[src/rtl/decode_queue.sv]
// Fetch->decode boundary queue: DEPTH-entry instruction/PC FIFO feeding the decode
// pipeline register, with an empty-queue bypass for single-cycle fetch->decode latency.
module decode_queue #(
    parameter int              XLEN        = 32,
    parameter int              DEPTH       = 4,
    parameter logic [XLEN-1:0] BUBBLE_INSN = '0
) (
    input  logic                     clk,
    input  logic                     rst_n,
    input  logic [XLEN-1:0]          instruction_f,
    input  logic [XLEN-1:0]          pc_f,
    input  logic                     mem_valid_f,
    output logic                     ready_f,
    input  logic                     stall_d,
    input  logic                     flush_d,
    output logic [XLEN-1:0]          instruction_d,
    output logic [XLEN-1:0]          pc_d,
    output logic                     valid_d,
    output logic [$clog2(DEPTH):0]   count_q
);

    localparam int AW = $clog2(DEPTH);
    localparam int CW = AW + 1;

    logic [XLEN-1:0] insn_mem [DEPTH];
    logic [XLEN-1:0] pc_mem   [DEPTH];

    logic [AW-1:0]   wptr_reg;
    logic [AW-1:0]   rptr_reg;
    logic [CW-1:0]   count_reg;
    logic [XLEN-1:0] insn_d_reg;
    logic [XLEN-1:0] pc_d_reg;
    logic            valid_d_reg;

    logic            empty;
    logic            push;
    logic            wr_en;

    // ready_f depends only on occupancy so fetch never sees a combinational stall path
    assign ready_f = (count_reg != CW'(DEPTH));
    assign empty   = (count_reg == '0);
    assign push    = mem_valid_f & ready_f;
    // A push is stored unless it is flushed or taken directly by the bypass
    assign wr_en   = push & ~flush_d & (stall_d | ~empty);

    generate
        for (genvar gi = 0; gi < DEPTH; gi++) begin : g_entry
            always_ff @(posedge clk) begin
                if (rst_n && wr_en && (wptr_reg == AW'(gi))) begin
                    insn_mem[gi] <= instruction_f;
                    pc_mem[gi]   <= pc_f;
                end
            end
        end
    endgenerate

    always_ff @(posedge clk) begin
        if (!rst_n) begin
            wptr_reg    <= '0;
            rptr_reg    <= '0;
            count_reg   <= '0;
            insn_d_reg  <= BUBBLE_INSN;
            pc_d_reg    <= '0;
            valid_d_reg <= 1'b0;
        end else if (flush_d) begin
            wptr_reg    <= '0;
            rptr_reg    <= '0;
            count_reg   <= '0;
            insn_d_reg  <= BUBBLE_INSN;
            pc_d_reg    <= '0;
            valid_d_reg <= 1'b0;
        end else if (stall_d) begin
            if (push) begin
                wptr_reg  <= wptr_reg + 1'b1;
                count_reg <= count_reg + 1'b1;
            end
        end else if (!empty) begin
            insn_d_reg  <= insn_mem[rptr_reg];
            pc_d_reg    <= pc_mem[rptr_reg];
            valid_d_reg <= 1'b1;
            rptr_reg    <= rptr_reg + 1'b1;
            if (push) begin
                wptr_reg <= wptr_reg + 1'b1;
            end else begin
                count_reg <= count_reg - 1'b1;
            end
        end else if (push) begin
            insn_d_reg  <= instruction_f;
            pc_d_reg    <= pc_f;
            valid_d_reg <= 1'b1;
        end else begin
            insn_d_reg  <= BUBBLE_INSN;
            pc_d_reg    <= '0;
            valid_d_reg <= 1'b0;
        end
    end

    assign instruction_d = insn_d_reg;
    assign pc_d          = pc_d_reg;
    assign valid_d       = valid_d_reg;
    assign count_q       = count_reg;

endmodule

[config.mk]
export PLATFORM = sky130hd
export DESIGN_NAME = decode_queue
export DESIGN_NICKNAME = d
export VERILOG_FILES = /design/src/rtl/decode_queue.sv
export SDC_FILE = /design/constraint.sdc
export NUM_CORES = 1
export LEC_CHECK = 0
export BUFFER_PORTS_ARGS = -buffer_cell sky130_fd_sc_hd__buf_2
export CORE_MARGIN = 4
export CORE_UTILIZATION = 55
export CTS_BUF_LIST = sky130_fd_sc_hd__clkbuf_4
export DETAILED_ROUTE_END_ITERATION = 7
export PLACE_DENSITY = 0.76
export SLEW_MARGIN = 20
export SYNTH_ARGS = -nofsm -noshare
export SYNTH_HDL_FRONTEND = slang
export SYNTH_SLANG_ARGS = --single-unit
[constraint.sdc]
create_clock -name clk -period 4.8 [get_ports clk]
set_input_delay 0.24 -clock clk [delete_from_list [all_inputs] [get_ports clk]]
set_output_delay 0.24 -clock clk [all_outputs]
set_load 0.05 [all_outputs]
Word level (Yosys, flattened, before mapping)
Memories as Yosys holds them, arrays and structs flattened. A register that Yosys moved wholly into a read port is not among the register bits.
Index checks and enable logic that the tools add are counted.
{ "totals": {"regBits": 72, "mem_bits_rw": 256, "elab_cells": 86, "memories": 2} }
{ "mem_list": {"columns": ["name", "depth", "width", "read_ports", "rd_ports_with_merged_regs", "write_ports", "line", "text"], "rows": [
  ["insn_mem", 4, 32, 1, 1, 1, "25", "logic [XLEN-1:0] insn_mem [DEPTH];"],
  ["pc_mem", 4, 32, 1, 1, 1, "26", "logic [XLEN-1:0] pc_mem [DEPTH];"]
]} }
{ "classes": {"n_addsub": 4, "n_eq_ne": 7, "muxes": 43, "bitwise": 8, "reduce_logical": 16} }
{ "op_table": {"columns": ["op", "count"], "rows": [
  ["$mux W32", 10],
  ["$reduce_or A32 Y1", 6],
  ["$mux W2", 13],
  ["$mux W1", 16],
  ["$mux W3", 4],
  ["$logic_and A1 B1 Y1", 5],
  ["$add A2 B1 Y2 const B", 2],
  ["$eq A2 B2 Y1 const B", 2],
  ["$ne A2 B2 Y1 const B", 2],
  ["$not A1 Y1", 4],
  ["$add A3 B1 Y3 const B", 1],
  ["$and A1 B1 Y1", 3],
  ["$logic_not A3 Y1", 1],
  ["$ne A3 B3 Y1 const B", 1],
  ["$reduce_and A3 Y1", 1],
  ["$sub A3 B1 Y3 const B", 1],
  ["$eq A2 B1 Y1 const B", 1],
  ["$logic_not A2 Y1", 1],
  ["$ne A2 B1 Y1 const B", 1],
  ["$reduce_and A2 Y1", 1],
  ["$reduce_or A2 Y1", 1],
  ["$or A1 B1 Y1", 1]
]} }

Longest topological paths before layout
Gate-level depths: netlist of run 1.
{ "logic_depth": {"word_depth": 12, "depth_mapped": 7, "mapped_depth_nobuf": 6} }

Worst setup path before layout of run 1
OpenSTA, ideal clock, no wires.
{ "synth_timing": {"path_kind": "reg2reg", "start": "reg count_reg[0] (netlist: count_q[0])", "end": "mem insn_mem[0][0], enable pin", "t_arrival_ps": 2794, "required_ps": 4371, "slack_ps": 1577, "stages_incl_launch_ff": 5, "synth_period_minus_slack_ps": 3223, "cell_sequence": "dfxtp_1 > buf_2 > o31ai_1 > nor2_1 > and2_1"} }
{ "synth_via": {"elab_chain_len": 12, "elab_cells_between_ends": 29, "classes_between": "eq/ne: 1; mux: 14; bitwise: 5; reduce/logical: 9"} }
{ "synth_rtl": {"columns": ["item", "line", "text"], "rows": [
  ["from (decl)", "30", "logic [CW-1:0] count_reg;"],
  ["from (signal assigned)", "75", "count_reg <= count_reg + 1'b1;"],
  ["from (signal assigned)", "85", "count_reg <= count_reg - 1'b1;"],
  ["$ne A3 B3 Y1 or $logic_not A3 Y1 (tied branches)", "40, 41", null],
  ["$and A1 B1 Y1 or $not A1 Y1 (tied branches)", null, null],
  ["$and A1 B1 Y1 or $or A1 B1 Y1 (tied branches)", "44", "assign wr_en = push & ~flush_d & (stall_d | ~empty);"],
  ["$and A1 B1 Y1 (*)", "44", null],
  ["$logic_and A1 B1 Y1 (*)", "49", "if (rst_n && wr_en && (wptr_reg == AW'(gi))) begin"],
  ["$logic_and A1 B1 Y1", "49", null],
  ["$mux W1", "49", null],
  ["$mux W1 (implied by the code)", "50", "insn_mem[gi] <= instruction_f;"],
  ["$reduce_or A32 Y1 (no source line)", null, null],
  ["$mux W2 (no source line) or $mux W1 (tied branches) (3 in a row)", null, null],
  ["to (decl)", "25", null]
]} }
Every way passes the cells marked *; elsewhere a longest branch is shown, timed or not.

==> results by group, run 1 <==
Outcome
  – Outcome: complete, no violations

Clocking
  – Clock root buffer: clkbuf_4
  – CTS sink cnt: 330
  – CTS tree: yes
  – Post-CTS setup buffers: 0
  – CTS clock-pin slew for the worst setup and hold paths: 0.07 ns
  – Clk Latency, worst-skew pair: 0.65 ns
  – Clock buffer depth: 3
  – H-tree levels: 3
  – Num CTS Buffers: 79

Worst setup path
  – Cell chain of the critical path: buf_12 > buf_4 > mux4_2 > nor2b_1 > a221o_1
  – Startpoint types: register
  – Crit path max-delay cell type: dfxtp_4
  – Crit-path max FO: 27
  – Crit path kind: register to register
  – Worst Path Required: 5.34 ns
  – Arrival @ worst endpoint: 2.99 ns
  – Slowest cell delay on critical path: 0.64 ns
  – Critical path endpoint category: register

Route
  – Drt total wl: 25230 um
  – ANT nets after route: 0
  – DRC viols: 0
  – WL/cell: 20.66 um
  – Met1 WL: 10320 um
  – DR pass1 iterations: 4
  – Routed length on met3: 1397 um
  – Vias: 6944
  – 1st-iter DRT viols: 522
  – Max layer used: met4
  – DR WL met2: 12850 um
  – Post-DR vias/cell: 5.687

Timing
  – Final setup vio count: 0
  – RSZ-0062 raised after global routing: false
  – Worst slew margin: 0.3152
  – Tmin final: 2.449 ns
  – Slew @ Worst Pin: 1.027 ns
  – Fmax: 408.3 MHz
  – Setup TNS: 0 ns
  – Final Skew: 0.02634 ns
  – Hold Vio Cnt, Final: 0
  – Fin crit share: 0.5102
  – Slew Viols, Final: 0

Place
  – Final Wtd Congestion: 0.7249
  – Port buffer count: 137
  – Post-DP Area: 13150 um2
  – Post-DP HPWL: 13730 um

Synth
  – Number of synthesized flops with an enable pin: 256
  – Async SR Flop Fraction: 0
  – Synth Cell Area: 12310 um2
  – Synth warnings: 0
  – Post-synthesis sequential area ratio: 0.7449
  – Syn_area_per_cell: 19.73 um2
  – Cell accounting for the most synthesized area: edfxtp_1
  – Synth top cells by count: edfxtp_1, dfxtp_1, nor2b_1
  – Top post-synthesis cells by area: edfxtp_1, dfxtp_1, mux4_2, a221o_1, nor2b_1
  – Yosys reg bits: 330
  – Synthesized Nets: 698
  – Yosys top cell area share: 0.6245
  – Count leader, synth: edfxtp_1
  – Main synth FF type: edfxtp_1
  – Netlist cell types: 35
  – Gate Count Post-Synth: 624

Final layout
  – Area taken by multi-input logic gates: 2883 um2
  – # fillers: 1449
  – Util after Layout: 0.6795
  – Sequential cell area: 9176 um2
  – Post-layout nets: 946
  – Biggest regs: insn_mem: 128 flops, pc_mem: 128 flops
  – Share of layout cells above drive strength 1: 0.3674
  – Area delta synth->final: 20.85%
  – Final instance area: 14880 um2

Die
  – Row Count: 54
  – Initial core utilization: 0.5623
  – Chip Height: 157.6 um
  – Die Wd: 157.6 um
  – CORE AREA: 21890 um2
  – Boundary pin count: 138
  – DIE AREA: 24840 um2

GRT
  – GRT overflow: 0
  – Total track usage: 0.2052
  – Antenna violations before repair: 2
  – Vias in the first global route: 7462
  – Largest net degree at the start of global routing: 65
  – First-pass GRT wire length: 38940 um

Power and ir drop
  – Worst VDD drop: 0.0001756 V
  – Leakage: 0.005300 uW
  – Total power: 5698 uW
  – PwrDens: 383.0 nW/um2

Run
  – Maxcap violations: 0

Min path
  – Hold Path Class: input pin to register
layer usage:
metal  global-route usage  vias up
li1                     -     3117
met2               0.3434      240
met5                    0        -
met3              0.04483       57
met1               0.2598     3530
met4              0.09381        0
path summary, 6_finish.rpt:
check             startpoint                 to  slack, ns  cells after the start
hold / removal         rst_n        wptr_reg[1]       0.21                      3
setup reg to reg    register  instruction_d[21]       2.35                      5
hold reg to reg      valid_d            valid_d       0.48                      2
setup / recovery    register  instruction_d[21]       2.35                      5
cell usage in the layout, fill, tap and decap left out, types with 6 or more instances in the layout:
master,count
a21oi_1,6
a221o_1,64
buf_2,137
clkbuf_4,128
clkinv_1,15
dfxtp_1,72
dlygate4sd3_1,66
edfxtp_1,256
inv_1,7
mux4_2,60
nor2_1,9
nor2b_1,65
stage by stage:
stage | hold WS, ns | worst slack (ns) | std cells
floorplan | 0.3389 | 1.577 | 624
global placement | 0.4632 | 2.130 | 1004
detailed placement | 0.4679 | 2.102 | 1004
CTS | 0.1516 | 2.091 | 1218
global route | 0.2189 | 2.127 | 1221
finish | 0.2075 | 2.351 | 1221
logic make-up after synthesis:
| kind of cell | after synthesis | share of synthesized area |
|---|---|---|
| buf+inv | 48 | 0.02257 |
| mux | 65 | 0.1191 |
| compound gates | 78 | 0.05895 |
| xor+xnor | 3 | 0.002135 |
| simple gates | 95 | 0.04666 |
| flops | 330 | 0.7449 |
| fa+ha+maj | 5 | 0.005692 |
report_power, final:
part	internal (uW)	leakage, uW	switching, uW
clock	1210	0.000633	1060
combinational	123	0.00176	178
sequential	3110	0.00291	21.5
total	4440	0.00530	1260
critical path: cells and delay by family (launching register included):
kind / cells / cell delay [ns]
AOI/OAI and AO/OA: 1 / 0.27
muxes: 1 / 0.56
and+or+nand+nor: 1 / 0.15
DFF: 1 / 0.64
buffers and inverters: 2 / 0.69
cell type report:
class	instances	area share
sequential	330	0.6169
multi-input combinational	246	0.1938
timing repair buffer	208	0.09387
clock buffer	128	0.06460
tap	280	0.02355
clock inverter	20	0.005215
inverter	7	0.001766
antenna	2	0.0003364
what timing repair did:
action,in CTS,in global routing
endpoints found under the hold margin,321,0
resized for setup,0,0
hold buffers,66,0
No activity file was read; power rests on OpenSTA's default activity.
==> run 2: changes to the inputs <==
--- a/config.mk
+++ b/config.mk
@@ -7,10 +7,10 @@
 export LEC_CHECK = 0
 export BUFFER_PORTS_ARGS = -buffer_cell sky130_fd_sc_hd__buf_2
 export CORE_MARGIN = 4
-export CORE_UTILIZATION = 55
+export CORE_UTILIZATION = 54
 export CTS_BUF_LIST = sky130_fd_sc_hd__clkbuf_4
 export DETAILED_ROUTE_END_ITERATION = 7
-export PLACE_DENSITY = 0.76
+export PLACE_DENSITY = 0.77
 export SLEW_MARGIN = 20
 export SYNTH_ARGS = -nofsm -noshare
 export SYNTH_HDL_FRONTEND = slang
==> constraint.sdc (replaced) <==
create_clock -name clk -period 2.1 [get_ports clk]
set_input_delay 0.105 -clock clk [delete_from_list [all_inputs] [get_ports clk]]
set_output_delay 0.105 -clock clk [all_outputs]
set_load 0.05 [all_outputs]
==> results by group, run 2 (synthesis gave the netlist of run 1 again) <==
Route
  – DRC viols: 0 (unchanged)
  – Drt total wl: 26360 um (was 25230 um)
  – Vias: 7203 (was 6944)
  – Post-DR vias/cell: 5.776 (was 5.687)
  – 1st-iter DRT viols: 587 (was 522)
  – DR pass1 iterations: 6 (was 4)
  – ANT nets after route: 0 (unchanged)
  – WL/cell: 21.14 um (was 20.66 um)

Clocking
  – CTS sink cnt: 330 (unchanged)
  – Num CTS Buffers: 82 (was 79)
  – Clk Latency, worst-skew pair: 0.68 ns (was 0.65 ns)
  – CTS clock-pin slew for the worst setup and hold paths: 0.06 ns (was 0.07 ns)
  – Clock buffer depth: 3 (unchanged)
  – Clock root buffer: clkbuf_4 (unchanged)
  – H-tree levels: 3 (unchanged)
  – CTS tree: yes (unchanged)

Final layout
  – Area delta synth->final: 23.66% (was 20.85%)
  – # fillers: 1406 (was 1449)
  – Share of layout cells above drive strength 1: 0.3793 (was 0.3674)
  – Non-filler cells, final: 1247 (was 1221)
  – Post-layout nets: 972 (was 946)
  – Most common cell after layout, fill and taps aside: edfxtp_1 (unchanged)
  – Biggest regs: insn_mem: 128 flops, pc_mem: 128 flops (unchanged)
  – Most frequent cells in the layout: edfxtp_1, buf_2, clkbuf_4 (unchanged)

Worst setup path
  – Crit path max-delay family: buffers and inverters (unchanged)
  – Critical path endpoint category: register (unchanged)
  – Crit path max-delay cell type: dlygate4sd3_1 (was dfxtp_4)
  – Arrival @ worst endpoint: 2.57 ns (was 2.99 ns)
  – Buf+Inv Stages, Crit Path: 5 (was 2)
  – Reg-to-reg slack, setup: 0.21 ns (was 2.35 ns)
  – Startpoint types: input pin (was register)
  – Crit path kind: input pin to register (was register to register)
  – Cell chain of the critical path: dlygate4sd3_1 > buf_2 > nand2b_1 > dlygate4sd3_1 > buf_4 > and4b_2 > buf_4 > a221o_1 (was buf_12 > buf_4 > mux4_2 > nor2b_1 > a221o_1)
  – Crit-path max FO: 24 (was 27)
  – Slowest cell delay on critical path: 0.62 ns (was 0.64 ns)
  – Worst Path Required: 2.62 ns (was 5.34 ns)

Timing
  – Hold Vio Cnt, Final: 0 (unchanged)
  – Tmin final: 2.042 ns
  – Final Skew: 0.03994 ns (was 0.02634 ns)
  – Worst slew margin: 0.6868 (was 0.3152)
  – Fin crit share: 0.9722
  – Final setup vio count: 0 (unchanged)
  – Setup ws final: 0.05843 ns (was 2.351 ns)
  – Fmax: 489.8 MHz
  – Slew Viols, Final: 0 (unchanged)
  – Setup TNS: 0 ns (unchanged)
  – Slew @ Worst Pin: 0.4698 ns (was 1.027 ns)
  – RSZ-0062 raised after global routing: false (unchanged)

Die
  – Initial core utilization: 0.5571 (was 0.5623)
  – Chip Height: 159.0 um (was 157.6 um)
  – CORE AREA: 22090 um2 (was 21890 um2)
  – DIE AREA: 25270 um2 (was 24840 um2)
  – Row Count: 54 (unchanged)
  – Die Wd: 159.0 um (was 157.6 um)
  – Boundary pin count: 138 (unchanged)

Place
  – Post-DP HPWL: 14940 um (was 13730 um)
  – Setup WS pre-CTS: 0.1958 ns (was 2.102 ns)
  – Post-placement cell count: 1025 (was 1004)
  – Port buffer count: 137 (unchanged)
  – Final Wtd Congestion: 0.7725 (was 0.7249)

Power and ir drop
  – Net Switching: 2944 uW (was 1256 uW)
  – Pint: 10350 uW (was 4442 uW)
  – PwrDens: 873.6 nW/um2 (was 383.0 nW/um2)
  – Worst VDD drop: 0.0005255 V (was 0.0001756 V)
  – Clock power share: 0.408 (was 0.398)
  – Logic pwr share: 0.054 (was 0.053)
  – Leakage: 0.005451 uW (was 0.005300 uW)
  – Flop pwr share: 0.538 (was 0.549)
  – Sw frac: 0.2214 (was 0.2205)

GRT
  – Antenna violations before repair: 3 (was 2)
  – Largest net degree at the start of global routing: 44 (was 65)
  – Met1 track demand over resource: 0.2705 (was 0.2598)
  – First-pass GRT wire length: 42990 um (was 38940 um)
  – GRT overflow: 0 (unchanged)
  – GR peak layer: met2 (unchanged)
  – Met2 Track Usage GR: 0.3546 (was 0.3434)
  – Total track usage: 0.2129 (was 0.2052)
  – GR Util met3: 0.06239 (was 0.04483)
  – Vias in the first global route: 8090 (was 7462)

Run
  – Maxcap violations: 0 (unchanged)

Min path
  – Hold Path Class: input pin to register (unchanged)

Outcome
  – Outcome: complete, no violations (unchanged)
run 2: cell types whose count changed in the layout (fill, tap and decap cells not counted), moves of 2 or more:
cell,delta
buf_12,+8
buf_4,+11
bufinv_16,+2
clkbuf_4,-5
clkinv_1,+4
clkinvlp_4,+3
dfxtp_1,-2
dfxtp_2,+3
dlygate4sd3_1,+3
inv_2,-3
run 2: final cells by class:
class,count,area [um2],area share
Antenna cell,2,5.005,0.0003288
Clock buffer,123,923.4,0.06066
Clock inverter,28,177.7,0.01167
Inverter,7,26.28,0.001726
Multi-Input combinational cell,246,2883,0.1894
Sequential cell,330,9176,0.6028
Tap cell,280,350.3,0.02301
Timing Repair Buffer,231,1680,0.1104
run 2: worst reg2reg max path, stage by stage, from the launching register on:
cell and delay [ns]:
dfxtp_2 0.48, o31ai_1 0.17, nor2_1 0.24, and2_4 0.41
buf_12 0.26
run 2: metrics by stage:
| stage | power [uW] | area [um2] | utilization | hold slack, ns |
|---|---|---|---|---|
| finish | 13300 | 15220 | 0.6890 | 0.2032 |
| global route | 13930 | 15220 | 0.6890 | 0.1282 |
| CTS | 13460 | 15210 | 0.6886 | 0.1269 |
| detailed placement | 7908 | 13420 | 0.6075 | 0.3394 |
| global placement | 7878 | 13420 | 0.6075 | 0.3319 |
| floorplan | 7657 | 12320 | - | 0.2039 |
run 2: what timing repair did:
action,in CTS,in global routing
gates resized for setup,0,1
setup buffers,0,0
hold endpoints to repair,330,0
hold buffers,69,0
setup endpoints to repair,0,10
run 2: per-layer routing:
| metal | vias up | wire length, um |
|---|---|---|
| met4 | 2 | 505 |
| met1 | 3653 | 10360 |
| met5 | - | 13 |
| met3 | 45 | 1969 |
| met2 | 333 | 13510 |
| li1 | 3170 | - |
run 2: worst paths after layout:
path                                   startpoint           endpoint  depth (start not counted)
worst max-delay path                        rst_n  instruction_d[17]                          8
worst min-delay path                     pc_f[18]      pc_mem[3][18]                          2
worst max register to register         count_q[0]     insn_mem[2][8]                          4
worst min register to register  instruction_d[15]  instruction_d[15]                          1
run 2: power by group through the flow:
stage | Combinational [uW] | Sequential (uW) | Clock (uW)
global placement | 592 | 7290 | 0
CTS | 722 | 7150 | 5590
detailed placement | 617 | 7290 | 0
global route | 775 | 7150 | 6000
finish | 724 | 7150 | 5420
floorplan | 229 | 7430 | 0
==> run 3: changes to the inputs <==
--- a/config.mk
+++ b/config.mk
@@ -10,7 +10,7 @@
 export CORE_UTILIZATION = 54
 export CTS_BUF_LIST = sky130_fd_sc_hd__clkbuf_4
 export DETAILED_ROUTE_END_ITERATION = 7
-export PLACE_DENSITY = 0.77
+export PLACE_DENSITY = 0.8
 export SLEW_MARGIN = 20
 export SYNTH_ARGS = -nofsm -noshare
 export SYNTH_HDL_FRONTEND = slang
==> results by group, run 3 (synthesis gave the netlist of run 1 again) <==
Place
  – Setup WS pre-CTS: 0.08506 ns (was 0.1958 ns)
  – Final Wtd Congestion: 0.7650 (was 0.7725)
  – Post-DP HPWL: 13620 um (was 14940 um)
  – Port buffer count: 137 (unchanged)
  – Post-DP Area: 13300 um2 (was 13420 um2)

Timing
  – Fin crit share: 0.9816 (was 0.9722)
  – Slew @ Worst Pin: 0.9732 ns (was 0.4698 ns)
  – Final hold slack: 0.2128 ns (was 0.2032 ns)
  – Hold Vio Cnt, Final: 0 (unchanged)
  – Fmax: 485.1 MHz (was 489.8 MHz)
  – Tmin final: 2.061 ns (was 2.042 ns)
  – Final Skew: 0.03948 ns (was 0.03994 ns)
  – Worst slew margin: 0.3512 (was 0.6868)
  – RSZ-0062 raised after global routing: true (was false)
  – Final setup vio count: 0 (unchanged)
  – Setup ws final: 0.03867 ns (was 0.05843 ns)
  – Slew Viols, Final: 0 (unchanged)

Route
  – WL/cell: 19.96 um (was 21.14 um)
  – 1st-iter DRT viols: 540 (was 587)
  – ANT nets after route: 0 (unchanged)
  – Drt total wl: 24730 um (was 26360 um)
  – Post-DR vias/cell: 5.608 (was 5.776)
  – DRC viols: 0 (unchanged)
  – Vias: 6948 (was 7203)
  – DR pass1 iterations: 5 (was 6)

Worst setup path
  – Arrival @ worst endpoint: 2.65 ns (was 2.57 ns)
  – R2R Path End: pc_mem[0][1] (was insn_mem[2][8])
  – Cell chain of the critical path: dlygate4sd3_1 > buf_2 > nand2b_1 > dlygate4sd3_1 > buf_4 > or3_2 > buf_6 > nor2b_1 > a221o_1 (was dlygate4sd3_1 > buf_2 > nand2b_1 > dlygate4sd3_1 > buf_4 > and4b_2 > buf_4 > a221o_1)
  – Critical path endpoint category: register (unchanged)
  – Crit path kind: input pin to register (unchanged)
  – Slowest cell delay on critical path: 0.59 ns (was 0.62 ns)
  – Crit path max-delay cell type: dlygate4sd3_1 (unchanged)
  – Reg-to-reg slack, setup: 0.06 ns (was 0.21 ns)
  – R2R depth: 4 (unchanged)
  – Worst Path Required: 2.68 ns (was 2.62 ns)
  – Startpoint types: input pin (unchanged)
  – Crit-path max FO: 34 (was 24)
  – Reg2reg start: count_q[2] (was count_q[0])
  – CP most frequent cell: dlygate4sd3_1

Final layout
  – Sequential cell area: 9179 um2 (was 9176 um2)
  – Final instance area: 15070 um2 (was 15220 um2)
  – Post-layout nets: 965 (was 972)
  – Util after Layout: 0.6819 (was 0.6890)
  – Area taken by multi-input logic gates: 2895 um2 (was 2883 um2)
  – Area delta synth->final: 22.39% (was 23.66%)
  – Biggest regs: insn_mem: 128 flops, pc_mem: 128 flops (unchanged)
  – Share of layout cells above drive strength 1: 0.3730 (was 0.3793)
  – # fillers: 1356 (was 1406)
  – Most frequent cells in the layout: edfxtp_1, buf_2, clkbuf_4 (unchanged)
  – Most common cell after layout, fill and taps aside: edfxtp_1 (unchanged)

Die
  – DIE AREA: 25270 um2 (unchanged)
  – Chip Height: 159.0 um (unchanged)
  – Die Wd: 159.0 um (unchanged)
  – Initial core utilization: 0.5571 (unchanged)
  – CORE AREA: 22090 um2 (unchanged)
  – Row Count: 54 (unchanged)
  – Boundary pin count: 138 (unchanged)

Min path
  – Hold Path End: pc_mem[0][7] (was pc_mem[3][18])
  – Hold Path Class: input pin to register (unchanged)
  – Hold Path Depth: 2 (unchanged)
  – Min-delay src: pc_f[7] (was pc_f[18])

Clocking
  – CTS clock-pin slew for the worst setup and hold paths: 0.08 ns (was 0.06 ns)
  – Num CTS Buffers: 82 (unchanged)
  – CTS tree: yes (unchanged)
  – Post-CTS setup buffers: 0 (unchanged)
  – Clk Latency, worst-skew pair: 0.67 ns (was 0.68 ns)
  – CTS sink cnt: 330 (unchanged)
  – Clock root buffer: clkbuf_4 (unchanged)
  – H-tree levels: 3 (unchanged)
  – Clock buffer depth: 3 (unchanged)

Power and ir drop
  – Leakage: 0.005387 uW (was 0.005451 uW)
  – Total power: 13020 uW (was 13300 uW)
  – Worst VDD drop: 0.0004161 V (was 0.0005255 V)
  – PwrDens: 864.4 nW/um2 (was 873.6 nW/um2)

GRT
  – Total track usage: 0.1972 (was 0.2129)
  – Antenna violations before repair: 2 (was 3)
  – Largest net degree at the start of global routing: 65 (was 44)
  – Vias in the first global route: 7645 (was 8090)
  – First-pass GRT wire length: 39900 um (was 42990 um)
  – GRT overflow: 0 (unchanged)

Outcome
  – Outcome: complete, no violations (unchanged)

Run
  – Maxcap violations: 0 (unchanged)
==> run 3: metal layers <==
metal | share of wire | up-vias | GRT usage
met4 | 0.018 | 0 | 0.07416
met3 | 0.083 | 38 | 0.05954
li1 | - | 3151 | -
met5 | 0 | - | 0
met1 | 0.41 | 3438 | 0.2545
met2 | 0.49 | 321 | 0.3208
==> run 3: cell type report <==
class | instances | share of cell area
sequential | 330 | 0.6093
multi-input combinational | 246 | 0.1922
timing repair buffer | 224 | 0.1046
clock buffer | 116 | 0.05780
tap | 280 | 0.02325
clock inverter | 34 | 0.01088
inverter | 7 | 0.001744
antenna | 2 | 0.0003322
==> run 3: stage by stage <==
| stage | std cells | TNS, ns |
|---|---|---|
| after floorplan | 624 | 0 |
| after global placement | 1017 | 0 |
| after detailed placement | 1017 | 0 |
| after CTS | 1237 | 0 |
| after global routing | 1239 | -10.89 |
| final | 1239 | 0 |
==> run 3: worst max path at each step <==
stage | from | endpoint | cells after the start
global route | count_q[2] | insn_mem[0][23] | 4
finish | rst_n | pc_d[26] | 9
detailed placement | count_q[2] | insn_mem[3][8] | 4
CTS | rst_n | instruction_d[30] | 9
global placement | count_q[2] | insn_mem[0][7] | 4
floorplan | count_q[2] | insn_mem[1][0] | 5
==> run 3: repair_timing <==
| action | 4_1_cts | 5_1_grt |
|---|---|---|
| hold buffers | 70 | 0 |
| gates resized for setup | 0 | 8 |
| setup endpoints to repair | 0 | 295 |
| endpoints found under the hold margin | 330 | 0 |
==> run 3: critical path: cells and delay by family <==
kind,cells,cell delay [ns]
AOI/OAI and AO/OA,1,0.13
buffers and inverters,5,1.63
and+or+nand+nor,3,0.77
==> run 3: where the power goes <==
part           leakage (uW)  switching [uW]  total (uW)  internal (uW)
Combinational       0.00186             423         721            298
Sequential          0.00291            36.8        7140           7100
Clock              0.000621            2460        5160           2700
